--- src/rtl/ifetch_queue.sv ---
// rtl/ifetch_queue.sv - instruction prefetch queue between instruction memory and IF/ID
//
// Purpose: issues sequential fetch requests, buffers in-order responses with their PCs
// in a DEPTH-entry FIFO and hands them to IF/ID under valid/ready. A redirect flushes
// the queue and marks every in-flight fetch for discard.
//
// Optional feature macro: IFQ_BYPASS_EN (same-cycle response-to-dequeue bypass when the
// queue is empty and nothing is pending discard).
//
// Ports:
//   clk, rst                   clock (rising edge), asynchronous active-high reset
//   redirect, redirect_pc      flush and restart fetch at redirect_pc
//   imem_req_valid/addr/ready  fetch request channel
//   imem_resp_valid/data       in-order fetch responses
//   deq_valid/pc/instr/ready   head of queue towards IF/ID
module ifetch_queue #(
    parameter int unsigned DEPTH    = 4,
    parameter logic [31:0] RESET_PC = 32'h0
) (
    input  logic        clk,
    input  logic        rst,
    input  logic        redirect,
    input  logic [31:0] redirect_pc,
    output logic        imem_req_valid,
    output logic [31:0] imem_req_addr,
    input  logic        imem_req_ready,
    input  logic        imem_resp_valid,
    input  logic [31:0] imem_resp_data,
    output logic        deq_valid,
    output logic [31:0] deq_pc,
    output logic [31:0] deq_instr,
    input  logic        deq_ready
);

    localparam int PW = $clog2(DEPTH);
    localparam int CW = PW + 1;

    logic [PW-1:0] rd_ptr_q, rd_ptr_d, wr_ptr_q, wr_ptr_d;
    logic [CW-1:0] count_q, count_d, inflight_q, inflight_d, drop_q, drop_d;
    logic [31:0]   fetch_pc_q, fetch_pc_d, resp_pc_q, resp_pc_d;
    logic [31:0]   pc_mem_q    [DEPTH];
    logic [31:0]   instr_mem_q [DEPTH];

    logic credit_ok, req_ok, req_fire, resp_take, resp_live;
    logic fifo_valid, fifo_wr, fifo_rd, bypass, deq_ok;

    // Buffered plus in-flight fetches never exceed DEPTH, so every response has a slot.
    assign credit_ok = ({1'b0, count_q} + {1'b0, inflight_q}) < (CW+1)'(DEPTH);

    always_comb begin
        req_ok     = !redirect && credit_ok;
        req_fire   = req_ok && imem_req_ready;
        // A response with nothing in flight is a leftover from before reset; ignore it.
        resp_take  = imem_resp_valid && (inflight_q != '0);
        resp_live  = resp_take && (drop_q == '0) && !redirect;
        fifo_valid = (count_q != '0) && !redirect;
`ifdef IFQ_BYPASS_EN
        bypass     = resp_live && (count_q == '0);
`else
        bypass     = 1'b0;
`endif
        deq_ok     = fifo_valid || bypass;
        fifo_rd    = fifo_valid && deq_ready;
        // A bypassed response taken by the consumer is never written.
        fifo_wr    = resp_live && !(bypass && deq_ready);
    end

    always_comb begin
        fetch_pc_d = fetch_pc_q;
        resp_pc_d  = resp_pc_q;
        rd_ptr_d   = rd_ptr_q;
        wr_ptr_d   = wr_ptr_q;
        count_d    = count_q;
        drop_d     = drop_q;
        inflight_d = inflight_q;
        case ({req_fire, resp_take})
            2'b10:   inflight_d = inflight_q + CW'(1);
            2'b01:   inflight_d = inflight_q - CW'(1);
            default: inflight_d = inflight_q;
        endcase
        if (redirect) begin
            count_d    = '0;
            rd_ptr_d   = '0;
            wr_ptr_d   = '0;
            fetch_pc_d = redirect_pc;
            resp_pc_d  = redirect_pc;
            // Everything still outstanding after this cycle belongs to the old path.
            drop_d     = inflight_d;
        end else begin
            if (req_fire)
                fetch_pc_d = fetch_pc_q + 32'd4;
            if (resp_take && (drop_q != '0))
                drop_d = drop_q - CW'(1);
            if (resp_live)
                resp_pc_d = resp_pc_q + 32'd4;
            if (fifo_wr)
                wr_ptr_d = wr_ptr_q + PW'(1);
            if (fifo_rd)
                rd_ptr_d = rd_ptr_q + PW'(1);
            case ({fifo_wr, fifo_rd})
                2'b10:   count_d = count_q + CW'(1);
                2'b01:   count_d = count_q - CW'(1);
                default: count_d = count_q;
            endcase
        end
    end

    always_ff @(posedge clk or posedge rst) begin
        if (rst) begin
            fetch_pc_q <= RESET_PC;
            resp_pc_q  <= RESET_PC;
            rd_ptr_q   <= '0;
            wr_ptr_q   <= '0;
            count_q    <= '0;
            inflight_q <= '0;
            drop_q     <= '0;
        end else begin
            fetch_pc_q <= fetch_pc_d;
            resp_pc_q  <= resp_pc_d;
            rd_ptr_q   <= rd_ptr_d;
            wr_ptr_q   <= wr_ptr_d;
            count_q    <= count_d;
            inflight_q <= inflight_d;
            drop_q     <= drop_d;
        end
    end

    always_ff @(posedge clk) begin
        if (fifo_wr) begin
            pc_mem_q[wr_ptr_q]    <= resp_pc_q;
            instr_mem_q[wr_ptr_q] <= imem_resp_data;
        end
    end

    always_comb begin
        imem_req_valid = !rst && req_ok;
        imem_req_addr  = rst ? 32'h0 : fetch_pc_q;
        deq_valid      = !rst && deq_ok;
        deq_pc         = 32'h0;
        deq_instr      = 32'h0;
        if (!rst && deq_ok) begin
            deq_pc    = pc_mem_q[rd_ptr_q];
            deq_instr = instr_mem_q[rd_ptr_q];
`ifdef IFQ_BYPASS_EN
            if (count_q == '0) begin
                deq_pc    = resp_pc_q;
                deq_instr = imem_resp_data;
            end
`endif
        end
    end

endmodule

--- config.mk ---
export PLATFORM = sky130hd
export DESIGN_NAME = ifetch_queue
export DESIGN_NICKNAME = d
export VERILOG_FILES = /design/src/rtl/ifetch_queue.sv
export SDC_FILE = /design/constraint.sdc
export NUM_CORES = 1
export LEC_CHECK = 0
export ABC_AREA = 1
export BUFFER_PORTS_ARGS = -buffer_cell sky130_fd_sc_hd__buf_2
export CORE_MARGIN = 2
export CORE_UTILIZATION = 31
export DETAILED_ROUTE_END_ITERATION = 7
export GPL_TIMING_DRIVEN = 1
export PLACE_DENSITY_LB_ADDON = 0.1
export SYNTH_ARGS = -nofsm -noshare
export SYNTH_HDL_FRONTEND = slang
export SYNTH_SLANG_ARGS = --single-unit
--- constraint.sdc ---
create_clock -name clk -period 4.15 [get_ports clk]
set_input_delay 0.415 -clock clk [delete_from_list [all_inputs] [get_ports clk]]
set_output_delay 0.415 -clock clk [all_outputs]
set_load 0.01 [all_outputs]
==> out/qor.txt <==
Mapped Nets: 1678
Drc violations: 0
GR Overflow Total: 0
Final setup margin: 1.02 ns
Status: finished, final reports clean
Synthesized area per cell: 9.64 µm²
H-tree levels: 2
Mapped Cells: 1595
WL final: 43500 µm
WL per Instance: 17.8 µm
Ys async rst share: 23.1%
Post-CTS sizing: 0
Max-Cap Viols: 0
DP Wirelength: 28900 µm
Router iterations before antenna repair: 5
Synth top area cells: edfxtp_1, dfrtp_1, nor2_1
Clk root buf: clkbuf_16
Top-count cell post-synth: nor2_1
IO Pins: 168
FP Rows: 81
Worst Clk Skew: 0.0172 ns
Hold Vio Cnt, Final: 0
Initial antenna violation count: 0
Slew of the pin with the lowest slew margin: 0.905 ns
Worst VDD drop: 0.235 mV
Min-Delay Path Class: primary input to flip-flop
CP required: 3.73 ns
Flops & latches, synth: 333
Worst EP arrival: 2.72 ns
CP Class: flip-flop to output pin
Period utilization: 75.5%
Vias post-DR: 11500
Clock sinks: 333
Vias in the first global route: 11300
Sequential share of the synthesized area: 62.5%
Maximum number of pins on one net before global-route repair: 86
Initial Utilization: 31.4%
Largest area contributor in the netlist: edfxtp_1
CP Capture Type: output pin
Core area: 0.0490 mm²
RSZ-0062 raised after global routing: false
Setup bufs post-CTS: 0
Die Width: 227 µm
Area of the die: 0.0514 mm²
Drt first-iter violations: 724
Layout Cells excl Fill: 2451
Relative slew slack: 39.6%
Top FF cell, synth: edfxtp_1
Layout area overhead: 19.5%
# hold bufs at CTS: 0
CTS tree: yes
Cell Area, Synth: 0.0154 mm²
Post-synth EDFFs: 256
Share of layout cells above drive strength 1: 17.0%
Peak Freq: 319 MHz
Static Leak: 7.28 nW
Final antenna-violating net count: 0
DP Worst Slack: 1.33 ns
Crit start category: flip-flop
Antenna fix cells: 0
First-pass GRT wire length: 66600 µm
Inst Count DP: 2380
IO buf count: 167
Min Tclk post-route: 3.13 ns
Total track usage: 17.0%
Synth top cells by count: nor2_1, nand2_1, edfxtp_1
Pwr Density: 551 mW/mm²
Slew Viols, Final: 0
NumNets Final: 1840
Post-synth top area share: 50.0%
Clk_lat worst skew: 0.56 ns
Final setup viols: 0
Clock transition at path regs: 0.06 ns
Yosys warns: 0
Worst-path maximum fanout: 48
RePlAce Congestion: 0.858
CTS Buffer Depth: 3
Synth cell types: 38
Num CTS Buffers: 39
Vias per Instance: 4.70
Die Y: 227 µm
-- through the flow --
stage	area, µm²	TNS (ns)	hold WS, ns	power (W)	utilization [%]
final	18400	0	0.0742	0.0101	37.6
after global routing	18400	0	0.0573	0.0107	37.6
after CTS	18400	0	0.0441	0.0103	37.6
after detailed placement	17000	0	0.527	0.00662	34.8
after global placement	17000	0	0.514	0.00661	34.8
after floorplan	15400	-55.39	0.476	0.00574	-
-- layout by cell type, fill, tap and decap left out, types with 2 or more instances in the layout --
| master | n |
|---|---|
| a21oi_1 | 82 |
| a31oi_1 | 3 |
| buf_12 | 6 |
| buf_2 | 167 |
| buf_4 | 17 |
| bufinv_16 | 8 |
| clkbuf_16 | 40 |
| clkinv_1 | 13 |
| clkinv_2 | 6 |
| dfrtp_1 | 75 |
| edfxtp_1 | 256 |
| fa_1 | 2 |
| ha_1 | 11 |
| inv_1 | 102 |
| inv_2 | 8 |
| inv_4 | 2 |
| nand2_1 | 266 |
| nand2_2 | 5 |
| nand2_4 | 3 |
| nand3_1 | 67 |
| nand3_2 | 6 |
| nand3b_1 | 6 |
| nand4_1 | 4 |
| nor2_1 | 369 |
| nor2_2 | 12 |
| nor2_4 | 9 |
| nor3_1 | 12 |
| nor3_2 | 3 |
| nor3_4 | 2 |
| o211ai_1 | 10 |
| o21ai_0 | 161 |
| o21ai_1 | 13 |
| o221ai_1 | 5 |
| or2_2 | 2 |
| xnor2_1 | 5 |
| xor2_1 | 18 |
-- state kept, by name (all words and copies together) (netlist names) --
signal	cells
count_q	3
pc_mem_q	128
inflight_q	3
wr_ptr_q	2
drop_q	3
fetch_pc_q	32
rd_ptr_q	2
instr_mem_q	128
resp_pc_q	32
-- power by group --
group | internal, W | switching (W) | leakage (nW) | total (W)
sequential | 0.00388 | 0.000334 | 3.24 | 0.00421
clock | 0.00225 | 0.00138 | 0.663 | 0.00363
combinational | 0.000745 | 0.00155 | 3.38 | 0.00229
-- worst paths after layout --
path,startpoint,to,depth (start not counted),slack [ns]
min,imem_resp_data[23],instr_mem_q[2][23],1,0.07
max,rd_ptr_q[0],deq_pc[17],5,1.02
max in group asynchronous,rst,rd_ptr_q[1],3,3.00
min in group asynchronous,rst,resp_pc_q[6],2,0.38
max reg2reg,drop_q[0],instr_mem_q[2][31],10,1.50
min reg2reg,fetch_pc_q[0],fetch_pc_q[0],2,0.54
-- layer usage --
| metal | vias up | GRT usage (%) | part of all wire [%] | wire [µm] |
|---|---|---|---|---|
| li1 | 5681 | - | - | - |
| met1 | 5516 | 23.7 | 48 | 20800 |
| met2 | 246 | 27.2 | 46 | 19900 |
| met3 | 65 | 2.55 | 4.1 | 1790 |
| met4 | 0 | 5.71 | 2.5 | 1080 |
| met5 | - | 0 | 0 | 0 |
-- worst max-delay path: stages (launching register included) --
cell,delay [ns]
dfrtp_4,0.69
inv_2,0.34
buf_4,0.40
o21ai_0,0.15
a21oi_1,0.33
buf_2,0.20
-- area by class of cell --
class / count / area [µm²]
fillers: 4948 / 30600
flip-flops and latches: 333 / 9620
multi-input cells: 1080 / 5060
repair buffers: 190 / 1080
clock buffers: 41 / 1000
well taps: 664 / 831
inverters: 113 / 430
clock inverters: 30 / 355
-- cells by family (layout without fill, tap and decap cells) --
group | count (synthesis) | count (layout) | synth area share [%]
AO/OA/AOI/OAI | 277 | 277 | 9.41
AND/OR/NAND/NOR | 767 | 767 | 20.8
flip-flops | 333 | 333 | 62.5
XOR/XNOR | 23 | 23 | 1.31
buffers and inverters | 182 | 374 | 4.78
adder cells (fa/ha/maj) | 13 | 13 | 1.16
(Power assumes the default switching activity.)
